**src/rtl/imem_dmem_bus_arbiter_pkg.sv**
```systemverilog
// +--------------------------------------------------------------------------+
// | imem_dmem_bus_arbiter_pkg: shared widths, FSM and grant encodings         |
// | Revision: 1.0                                                             |
// +--------------------------------------------------------------------------+
`default_nettype none

package imem_dmem_bus_arbiter_pkg;

  // Defaults track the imem_line / dmem_line width and the system bus width.
  localparam int unsigned LINE_W_DEF = 512;
  localparam int unsigned BUS_W_DEF  = 64;
  localparam int unsigned ADDR_W     = 64;

  typedef enum logic [1:0] {
    ST_IDLE     = 2'd0,
    ST_RD_BURST = 2'd1,
    ST_WR_BURST = 2'd2,
    ST_DONE     = 2'd3
  } arb_state_e;

  typedef enum logic {
    GRANT_I = 1'b0,
    GRANT_D = 1'b1
  } grant_e;

  function automatic int unsigned beat_cnt_w(input int unsigned beats);
    return (beats > 1) ? $clog2(beats) : 1;
  endfunction

endpackage

`default_nettype wire

```
**src/rtl/imem_dmem_bus_arbiter_if.sv**
```systemverilog
// +--------------------------------------------------------------------------+
// | imem_dmem_bus_arbiter_if: imem, dmem and system-bus signals of the arbiter|
// | Revision: 1.0                                                             |
// +--------------------------------------------------------------------------+
`default_nettype none

interface imem_dmem_bus_arbiter_if
  import imem_dmem_bus_arbiter_pkg::*;
#(
  parameter int unsigned LINE_W = LINE_W_DEF,
  parameter int unsigned BUS_W  = BUS_W_DEF
);
  logic [ADDR_W-1:0] i_addr;
  logic              i_rd;
  logic [LINE_W-1:0] i_data;
  logic              i_dv;

  logic [ADDR_W-1:0] d_addr;
  logic              d_rd;
  logic              d_wr;
  logic [LINE_W-1:0] d_wdata;
  logic [LINE_W-1:0] d_data;
  logic              d_dv;

  logic [ADDR_W-1:0] m_addr;
  logic              m_rd;
  logic              m_wr;
  logic [BUS_W-1:0]  m_wdata;
  logic [BUS_W-1:0]  m_rdata;
  logic              m_ack;

  // master: the arbiter itself; slave: the caches and the memory bus around it
  modport master (
    input  i_addr, i_rd, d_addr, d_rd, d_wr, d_wdata, m_rdata, m_ack,
    output i_data, i_dv, d_data, d_dv, m_addr, m_rd, m_wr, m_wdata
  );

  modport slave (
    output i_addr, i_rd, d_addr, d_rd, d_wr, d_wdata, m_rdata, m_ack,
    input  i_data, i_dv, d_data, d_dv, m_addr, m_rd, m_wr, m_wdata
  );
endinterface

`default_nettype wire

```
**src/rtl/imem_dmem_bus_arbiter_bus_line_buffer.sv**
```systemverilog
// +--------------------------------------------------------------------------+
// | bus_line_buffer: cache-line register with beat-sliced capture and read   |
// | Revision: 1.0                                                             |
// +--------------------------------------------------------------------------+
`default_nettype none

module bus_line_buffer
  import imem_dmem_bus_arbiter_pkg::*;
#(
  parameter int unsigned LINE_W = LINE_W_DEF,
  parameter int unsigned BUS_W  = BUS_W_DEF,
  parameter int unsigned BEAT_W = beat_cnt_w(LINE_W / BUS_W)
) (
  input  logic              clk,
  input  logic              rst_n,
  input  logic              load,
  input  logic              capture,
  input  logic [BEAT_W-1:0] beat,
  input  logic [LINE_W-1:0] load_data,
  input  logic [BUS_W-1:0]  beat_wdata,
  output logic [LINE_W-1:0] line,
  output logic [BUS_W-1:0]  beat_rdata
);
  localparam int unsigned BEATS = LINE_W / BUS_W;

  logic [BEATS-1:0][BUS_W-1:0] line_q, line_d;

  // A parallel load (write-back entry) wins over any beat capture.
  always_comb begin
    line_d = line_q;
    if (load) begin
      line_d = load_data;
    end else if (capture) begin
      for (int k = 0; k < BEATS; k++) begin
        if (beat == BEAT_W'(k)) begin
          line_d[k] = beat_wdata;
        end
      end
    end
  end

  always_ff @(posedge clk or negedge rst_n) begin
    if (!rst_n) begin
      line_q <= '0;
    end else begin
      line_q <= line_d;
    end
  end

  assign line       = line_q;
  assign beat_rdata = line_q[beat];

endmodule

`default_nettype wire

```
**src/rtl/imem_dmem_bus_arbiter.sv**
```systemverilog
// +--------------------------------------------------------------------------+
// | imem_dmem_bus_arbiter: round-robin imem/dmem line refill and write-back   |
// | Revision: 1.0                                                             |
// +--------------------------------------------------------------------------+
`default_nettype none

module imem_dmem_bus_arbiter
  import imem_dmem_bus_arbiter_pkg::*;
#(
  parameter int unsigned LINE_W = LINE_W_DEF,
  parameter int unsigned BUS_W  = BUS_W_DEF
) (
  input  logic                   clk,
  input  logic                   rst_n,
  imem_dmem_bus_arbiter_if.master bus
);
  localparam int unsigned BEATS   = LINE_W / BUS_W;
  localparam int unsigned OFFS_W  = $clog2(LINE_W / 8);
  localparam int unsigned BEAT_W  = beat_cnt_w(BEATS);
  localparam int unsigned BYTE_SH = $clog2(BUS_W / 8);
  localparam logic [BEAT_W-1:0] LAST_BEAT = BEAT_W'(BEATS - 1);
  localparam logic [ADDR_W-1:0] LINE_MASK = (64'd1 << OFFS_W) - 64'd1;

  arb_state_e        state_q, state_d;
  grant_e            last_grant_q, last_grant_d;
  grant_e            pick;
  logic [ADDR_W-1:0] base_q, base_d;
  logic [ADDR_W-1:0] sel_addr;
  logic [BEAT_W-1:0] beat_q, beat_d;
  logic              i_cand, d_cand;
  logic              buf_load, buf_capture;
  logic [LINE_W-1:0] buf_line;
  logic [BUS_W-1:0]  buf_beat_rdata;

  // last_grant_q doubles as the owner of the burst in flight.
  always_comb begin
    i_cand = bus.i_rd;
    d_cand = bus.d_rd | bus.d_wr;
    if (i_cand && d_cand) begin
      pick = (last_grant_q == GRANT_I) ? GRANT_D : GRANT_I;
    end else if (i_cand) begin
      pick = GRANT_I;
    end else begin
      pick = GRANT_D;
    end
    sel_addr = (pick == GRANT_I) ? bus.i_addr : bus.d_addr;
  end

  always_comb begin
    state_d      = state_q;
    last_grant_d = last_grant_q;
    base_d       = base_q;
    beat_d       = beat_q;
    buf_load     = 1'b0;
    buf_capture  = 1'b0;
    case (state_q)
      ST_IDLE: begin
        if (i_cand || d_cand) begin
          last_grant_d = pick;
          base_d       = sel_addr & ~LINE_MASK;
          beat_d       = '0;
          if ((pick == GRANT_D) && bus.d_wr) begin
            state_d  = ST_WR_BURST;
            buf_load = 1'b1;
          end else begin
            state_d  = ST_RD_BURST;
          end
        end
      end
      ST_RD_BURST: begin
        if (bus.m_ack) begin
          buf_capture = 1'b1;
          beat_d      = beat_q + BEAT_W'(1);
          if (beat_q == LAST_BEAT) begin
            state_d = ST_DONE;
          end
        end
      end
      ST_WR_BURST: begin
        if (bus.m_ack) begin
          beat_d = beat_q + BEAT_W'(1);
          if (beat_q == LAST_BEAT) begin
            state_d = ST_DONE;
          end
        end
      end
      ST_DONE: begin
        state_d = ST_IDLE;
      end
      default: begin
        state_d = ST_IDLE;
      end
    endcase
  end

  always_ff @(posedge clk or negedge rst_n) begin
    if (!rst_n) begin
      state_q      <= ST_IDLE;
      last_grant_q <= GRANT_D;
      base_q       <= '0;
      beat_q       <= '0;
    end else begin
      state_q      <= state_d;
      last_grant_q <= last_grant_d;
      base_q       <= base_d;
      beat_q       <= beat_d;
    end
  end

  bus_line_buffer #(
    .LINE_W (LINE_W),
    .BUS_W  (BUS_W),
    .BEAT_W (BEAT_W)
  ) u_line_buf (
    .clk        (clk),
    .rst_n      (rst_n),
    .load       (buf_load),
    .capture    (buf_capture),
    .beat       (beat_q),
    .load_data  (bus.d_wdata),
    .beat_wdata (bus.m_rdata),
    .line       (buf_line),
    .beat_rdata (buf_beat_rdata)
  );

  // Bus-facing outputs decode straight from the flops so an async reset clears them at once.
  always_comb begin
    bus.m_rd    = (state_q == ST_RD_BURST);
    bus.m_wr    = (state_q == ST_WR_BURST);
    bus.m_addr  = '0;
    bus.m_wdata = '0;
    if ((state_q == ST_RD_BURST) || (state_q == ST_WR_BURST)) begin
      bus.m_addr = base_q + (ADDR_W'(beat_q) << BYTE_SH);
    end
    if (state_q == ST_WR_BURST) begin
      bus.m_wdata = buf_beat_rdata;
    end
    bus.i_dv = (state_q == ST_DONE) && (last_grant_q == GRANT_I);
    bus.d_dv = (state_q == ST_DONE) && (last_grant_q == GRANT_D);
  end

  assign bus.i_data = buf_line;
  assign bus.d_data = buf_line;

endmodule

`default_nettype wire

```
**src/flat_wrapper.sv**
```systemverilog
// flat-port wrapper written by rule: the top's interface ports become plain ports
module imem_dmem_bus_arbiter_flat import imem_dmem_bus_arbiter_pkg::*;
#(
  parameter int unsigned LINE_W = LINE_W_DEF,
  parameter int unsigned BUS_W  = BUS_W_DEF
)
  (clk, rst_n, bus_i_addr, bus_i_rd, bus_d_addr, bus_d_rd, bus_d_wr, bus_d_wdata, bus_m_rdata, bus_m_ack, bus_i_data, bus_i_dv, bus_d_data, bus_d_dv, bus_m_addr, bus_m_rd, bus_m_wr, bus_m_wdata);
  imem_dmem_bus_arbiter_if #(.LINE_W(LINE_W), .BUS_W(BUS_W)) bus_i ();
  input  logic clk;
  input  logic rst_n;
  input wire logic [$bits(bus_i.i_addr)-1:0] bus_i_addr;
  input wire logic [$bits(bus_i.i_rd)-1:0] bus_i_rd;
  input wire logic [$bits(bus_i.d_addr)-1:0] bus_d_addr;
  input wire logic [$bits(bus_i.d_rd)-1:0] bus_d_rd;
  input wire logic [$bits(bus_i.d_wr)-1:0] bus_d_wr;
  input wire logic [$bits(bus_i.d_wdata)-1:0] bus_d_wdata;
  input wire logic [$bits(bus_i.m_rdata)-1:0] bus_m_rdata;
  input wire logic [$bits(bus_i.m_ack)-1:0] bus_m_ack;
  output wire logic [$bits(bus_i.i_data)-1:0] bus_i_data;
  output wire logic [$bits(bus_i.i_dv)-1:0] bus_i_dv;
  output wire logic [$bits(bus_i.d_data)-1:0] bus_d_data;
  output wire logic [$bits(bus_i.d_dv)-1:0] bus_d_dv;
  output wire logic [$bits(bus_i.m_addr)-1:0] bus_m_addr;
  output wire logic [$bits(bus_i.m_rd)-1:0] bus_m_rd;
  output wire logic [$bits(bus_i.m_wr)-1:0] bus_m_wr;
  output wire logic [$bits(bus_i.m_wdata)-1:0] bus_m_wdata;
  assign bus_i.i_addr = bus_i_addr;
  assign bus_i.i_rd = bus_i_rd;
  assign bus_i.d_addr = bus_d_addr;
  assign bus_i.d_rd = bus_d_rd;
  assign bus_i.d_wr = bus_d_wr;
  assign bus_i.d_wdata = bus_d_wdata;
  assign bus_i.m_rdata = bus_m_rdata;
  assign bus_i.m_ack = bus_m_ack;
  assign bus_i_data = bus_i.i_data;
  assign bus_i_dv = bus_i.i_dv;
  assign bus_d_data = bus_i.d_data;
  assign bus_d_dv = bus_i.d_dv;
  assign bus_m_addr = bus_i.m_addr;
  assign bus_m_rd = bus_i.m_rd;
  assign bus_m_wr = bus_i.m_wr;
  assign bus_m_wdata = bus_i.m_wdata;
  imem_dmem_bus_arbiter #(.LINE_W(LINE_W), .BUS_W(BUS_W)) u_core (.clk(clk), .rst_n(rst_n), .bus(bus_i));
endmodule
```
**config.mk**
```make
export PLATFORM = sky130hd
export DESIGN_NAME = imem_dmem_bus_arbiter_flat
export DESIGN_NICKNAME = d
export VERILOG_FILES = /design/src/rtl/imem_dmem_bus_arbiter_pkg.sv /design/src/rtl/imem_dmem_bus_arbiter_if.sv /design/src/rtl/imem_dmem_bus_arbiter_bus_line_buffer.sv /design/src/rtl/imem_dmem_bus_arbiter.sv /design/src/flat_wrapper.sv
export SDC_FILE = /design/constraint.sdc
export NUM_CORES = 1
export LEC_CHECK = 0
export BUFFER_PORTS_ARGS = -buffer_cell sky130_fd_sc_hd__buf_2
export CORE_AREA = 5 5 716 718
export DETAILED_ROUTE_END_ITERATION = 7
export DIE_AREA = 0 0 721 723
export GPL_TIMING_DRIVEN = 0
export HOLD_SLACK_MARGIN = 0.15
export PLACE_DENSITY = 0.3
export SETUP_SLACK_MARGIN = 0.3
export SYNTH_ARGS = -nofsm -noshare
export SYNTH_HDL_FRONTEND = slang
export SYNTH_HIERARCHICAL = 1
export SYNTH_SLANG_ARGS = --single-unit
export TNS_END_PERCENT = 30
```
**constraint.sdc**
```tcl
create_clock -name clk -period 2.55 [get_ports clk]
set_input_delay 0.3825 -clock clk [delete_from_list [all_inputs] [get_ports clk]]
set_output_delay 0.3825 -clock clk [all_outputs]
set_load 0.03 [all_outputs]
```
==> summary.md <==
| Metric | Value |
|---|---|
| Gp weighted congestion | `0.8908` |
| TritonRoute pass-1 iters | `5` |
| DRC | `0` |
| Max-Cap Viols | `1` |
| Average wire per cell in the routed design | `41.76 µm` |
| Fill cells | `57,590` |
| Synth Area per Inst | `9.568 µm²` |
| Gr busiest metal | `met2` |
| Tot GR Track Use | `0.2032` |
| Switching share of power | `0.6004` |
| Met1 usage | `0.2349` |
| Max-slew violations | `9` |
| Initial antenna violation count | `175` |
| Vias in the first global route | `44,030` |
| Max transition margin | `-0.0006854` |
| Congestion Overflow GR | `0` |
| Commonest non-fill, non-tap cell in the layout | `buf_2` |
| Clock buffer count from CTS | `91` |
| Dpl hpwl | `458,000 µm` |
| Crit. End Element | `output pin` |
| Commonest cells after routing, fill and taps aside | `1,683 x buf_2, 667 x dlygate4sd3_1, 624 x buf_4` |
| Cell Pwr Density | `1651 nW/µm²` |
| Row cnt | `261` |
| Sw Pwr | `71.80 mW` |
| Sequential fraction of the synthesis area | `0.4043` |
| Synth Flop Type | `dfrtp_1` |
| Non-Filler Instances | `13,360` |
| Die extent in y | `723 µm` |
| Internal power | `47.79 mW` |
| FF+latch count, synth | `576` |
| Final setup skew | `0.02772 ns` |
| Clock slew at reported path FFs | `0.06 ns` |
| Cell area after layout | `72,450 µm²` |
| Tightest Pin Transition | `1.501 ns` |
| Critical path data arrival time | `3.34 ns` |
| Ys async rst share | `1.000` |
| Multi-input logic area | `17,700 µm²` |
| Final hold vios | `0` |
| Cells after DPL | `12,240` |
| Setup WS post-layout | `-1.177 ns` |
| # setup viols final | `644` |
| WHS | `0.1955 ns` |
| Combinational fraction of design power | `0.665` |
| Synth unique cells | `51` |
| First-pass GRT wire length | `651,100 µm` |
| CTS tree | `yes` |
| # IOs | `1,866` |
| Syn. warnings | `6` |
| Setup crit start kind | `flip-flop` |
| Starting DRC count in detailed routing | `3,550` |
| Placed inst area | `53,580 µm²` |
| Min-Delay Path Class | `in -> reg` |
| Die outline width | `721 µm` |
| Synth Instances | `3,726` |
| Largest net degree at the start of global routing | `99` |
| Post-Syn Area | `35,650 µm²` |
| Initial Utilization | `0.07066` |
| Worst Path Max Fanout | `10` |
| Status | `complete, but fails checks` |
| CTS max path bufs | `4` |
| CP Class | `reg -> out` |
| Detail Route Antenna Nets | `0` |
| Flop pwr share | `0.222` |
| # H-tree levels | `3` |
| EDFF count, synth | `0` |
| Vias post-DR | `43,270` |
| Sequential cell area | `14,420 µm²` |
| Clock sink count | `576` |
| Skew-Pair Late Insertion Delay | `0.88 ns` |
| Tot Pwr | `119.6 mW` |
| CTS Root Cell | `clkbuf_16` |
| GR Util met2 | `0.3460` |
| Port Buf Inserts | `1,786` |
| Area contributors post-synth | `dfrtp_1 40%, mux2i_1 17%, buf_4 12%` |
| Fin crit share | `1.461` |
| RSZ-0062 raised after global routing | `true` |
| Worst endpoint required time | `2.17 ns` |
| Yosys top cell area share | `0.4036` |
| Largest area contributor in the netlist | `dfrtp_1` |
| Vias per cell | `3.238` |
| Highest clock rate | `268.3 MHz` |
| Nets | `7,253` |
| Max IR drop VDD | `723.2 µV` |
| Met3 usage in global routing | `0.08333` |
| Total die area | `521,300 µm²` |
| Core area | `504,500 µm²` |
| Tmin final | `3.727 ns` |
| Final wirelength | `558,100 µm` |
| Leakage power | `33.17 nW` |
| Area Overhead vs Synth | `103.2%` |
| Final core utilization | `0.1436` |
| Failing checks | `capacitance limit, slew limit, setup timing` |
| Clk pwr share | `0.113` |
| Share of cells above drive strength 1 | `0.5217` |
==> stage by stage <==
step	worst slack (ns)	TNS, ns
after floorplan	0.4346	0
final	-1.177	-189.50
after CTS	-1.376	-167.17
after detailed placement	-3.192	-1352.89
after global routing	-1.242	-262.04
after global placement	-15.11	-
==> state kept, by name (all words and copies together), names as in the netlist <==
signal and flops:
u_core/last_grant_q 1, u_core/base_q 58, u_core/beat_q 3, u_core/state_q 2, u_core/u_line_buf/line 512
==> synth_stat cells, types with 2 or more instances <==
master	n
o21ai_1	94
nand4b_1	3
nor2_1	32
mux2i_1	610
and3_1	2
and2_1	127
and4bb_2	2
nand2_1	585
a211oi_1	30
or2_2	2
mux4_2	11
buf_8	6
buf_2	63
inv_1	7
clkbuf_2	2
o21ai_0	479
clkbuf_1	184
mux2_2	136
dfrtp_1	575
o2bb2ai_1	11
nand2b_1	4
ha_1	6
nand3_1	5
buf_6	15
a221oi_1	23
a221oi_2	5
buf_4	568
nor2b_1	6
nand3b_1	3
a21oi_1	2
buf_12	5
o22ai_1	104
==> routing by layer <==
layer / share of wire / up-vias / routed length, µm
met5: 0.00064 / - / 356
met4: 0.033 / 52 / 18550
met3: 0.10 / 441 / 56080
met2: 0.48 / 2207 / 265900
met1: 0.39 / 22430 / 217200
li1: - / 18140 / -
==> layout make-up <==
class,instances,share of cell area
flip-flops and latches,576,0.1991
repair buffers,2718,0.2866
diodes,56,0.001934
inverters,7,0.0004490
clock inverters,32,0.005786
clock buffers,125,0.03527
plain buffers,841,0.1108
multi-input cells,2302,0.2443
well taps,6706,0.1158
==> worst max-delay path, stage by stage, from the launching register on <==
cell       delay (ns)
dfrtp_4          0.55
buf_8            0.19
buf_8            0.16
clkbuf_8         0.23
buf_12           0.18
o2bb2ai_2        0.21
a211oi_4         0.44
and2_4           0.26
buf_12           0.14
==> logic make-up (layout without fill, tap and decap cells) <==
kind of cell,after synthesis,count (layout),synth area share
buf+inv,850,3723,0.1589
simple gates,781,781,0.09532
mux,757,757,0.2212
fa+ha+maj,6,6,0.002106
other cells,1,59,0.0001052
compound gates,755,755,0.1180
flops,576,576,0.4043
==> power by group through the flow <==
stage          registers, mW  logic [mW]  clock network, mW
2_1_floorplan           24.4        27.3                  0
3_3_place_gp            26.8        66.4                  0
3_5_place_dp            26.7        67.5                  0
4_1_cts                 26.6        76.1               14.0
5_1_grt                 26.5        83.0               14.2
6_report                26.5        79.5               13.6
==> path summary, 6_finish.rpt <==
path	slack, ns	cells past startpoint	start	to
setup / recovery	-1.18	8	u_core/beat_q[2]$_DFFE_PN0P_	bus_m_wdata[62]
hold / removal	0.20	3	bus_m_rdata[16]	u_core/u_line_buf/line[464]$_DFFE_PN0P_
setup reg to reg	-0.50	17	u_core/state_q[1]$_DFFE_PN0P_	u_core/u_line_buf/line[165]$_DFFE_PN0P_
hold reg to reg	0.48	2	u_core/base_q[55]$_DFFE_PN0P_	u_core/base_q[55]$_DFFE_PN0P_
max in group asynchronous	0.24	8	rst_n	u_core/u_line_buf/line[268]$_DFFE_PN0P_
min in group asynchronous	0.50	6	rst_n	u_core/u_line_buf/line[432]$_DFFE_PN0P_
==> repair_timing <==
action                     4_1_cts  5_1_grt
gates cloned                    25       10
buffers inserted               141       63
resized for setup             1012      658
hold buffers                   671        0
hold endpoints to repair       806        0
setup endpoints to repair     1175     1244
pin swaps                       60       86
Note: power is estimated with default switching activity, not from simulation.
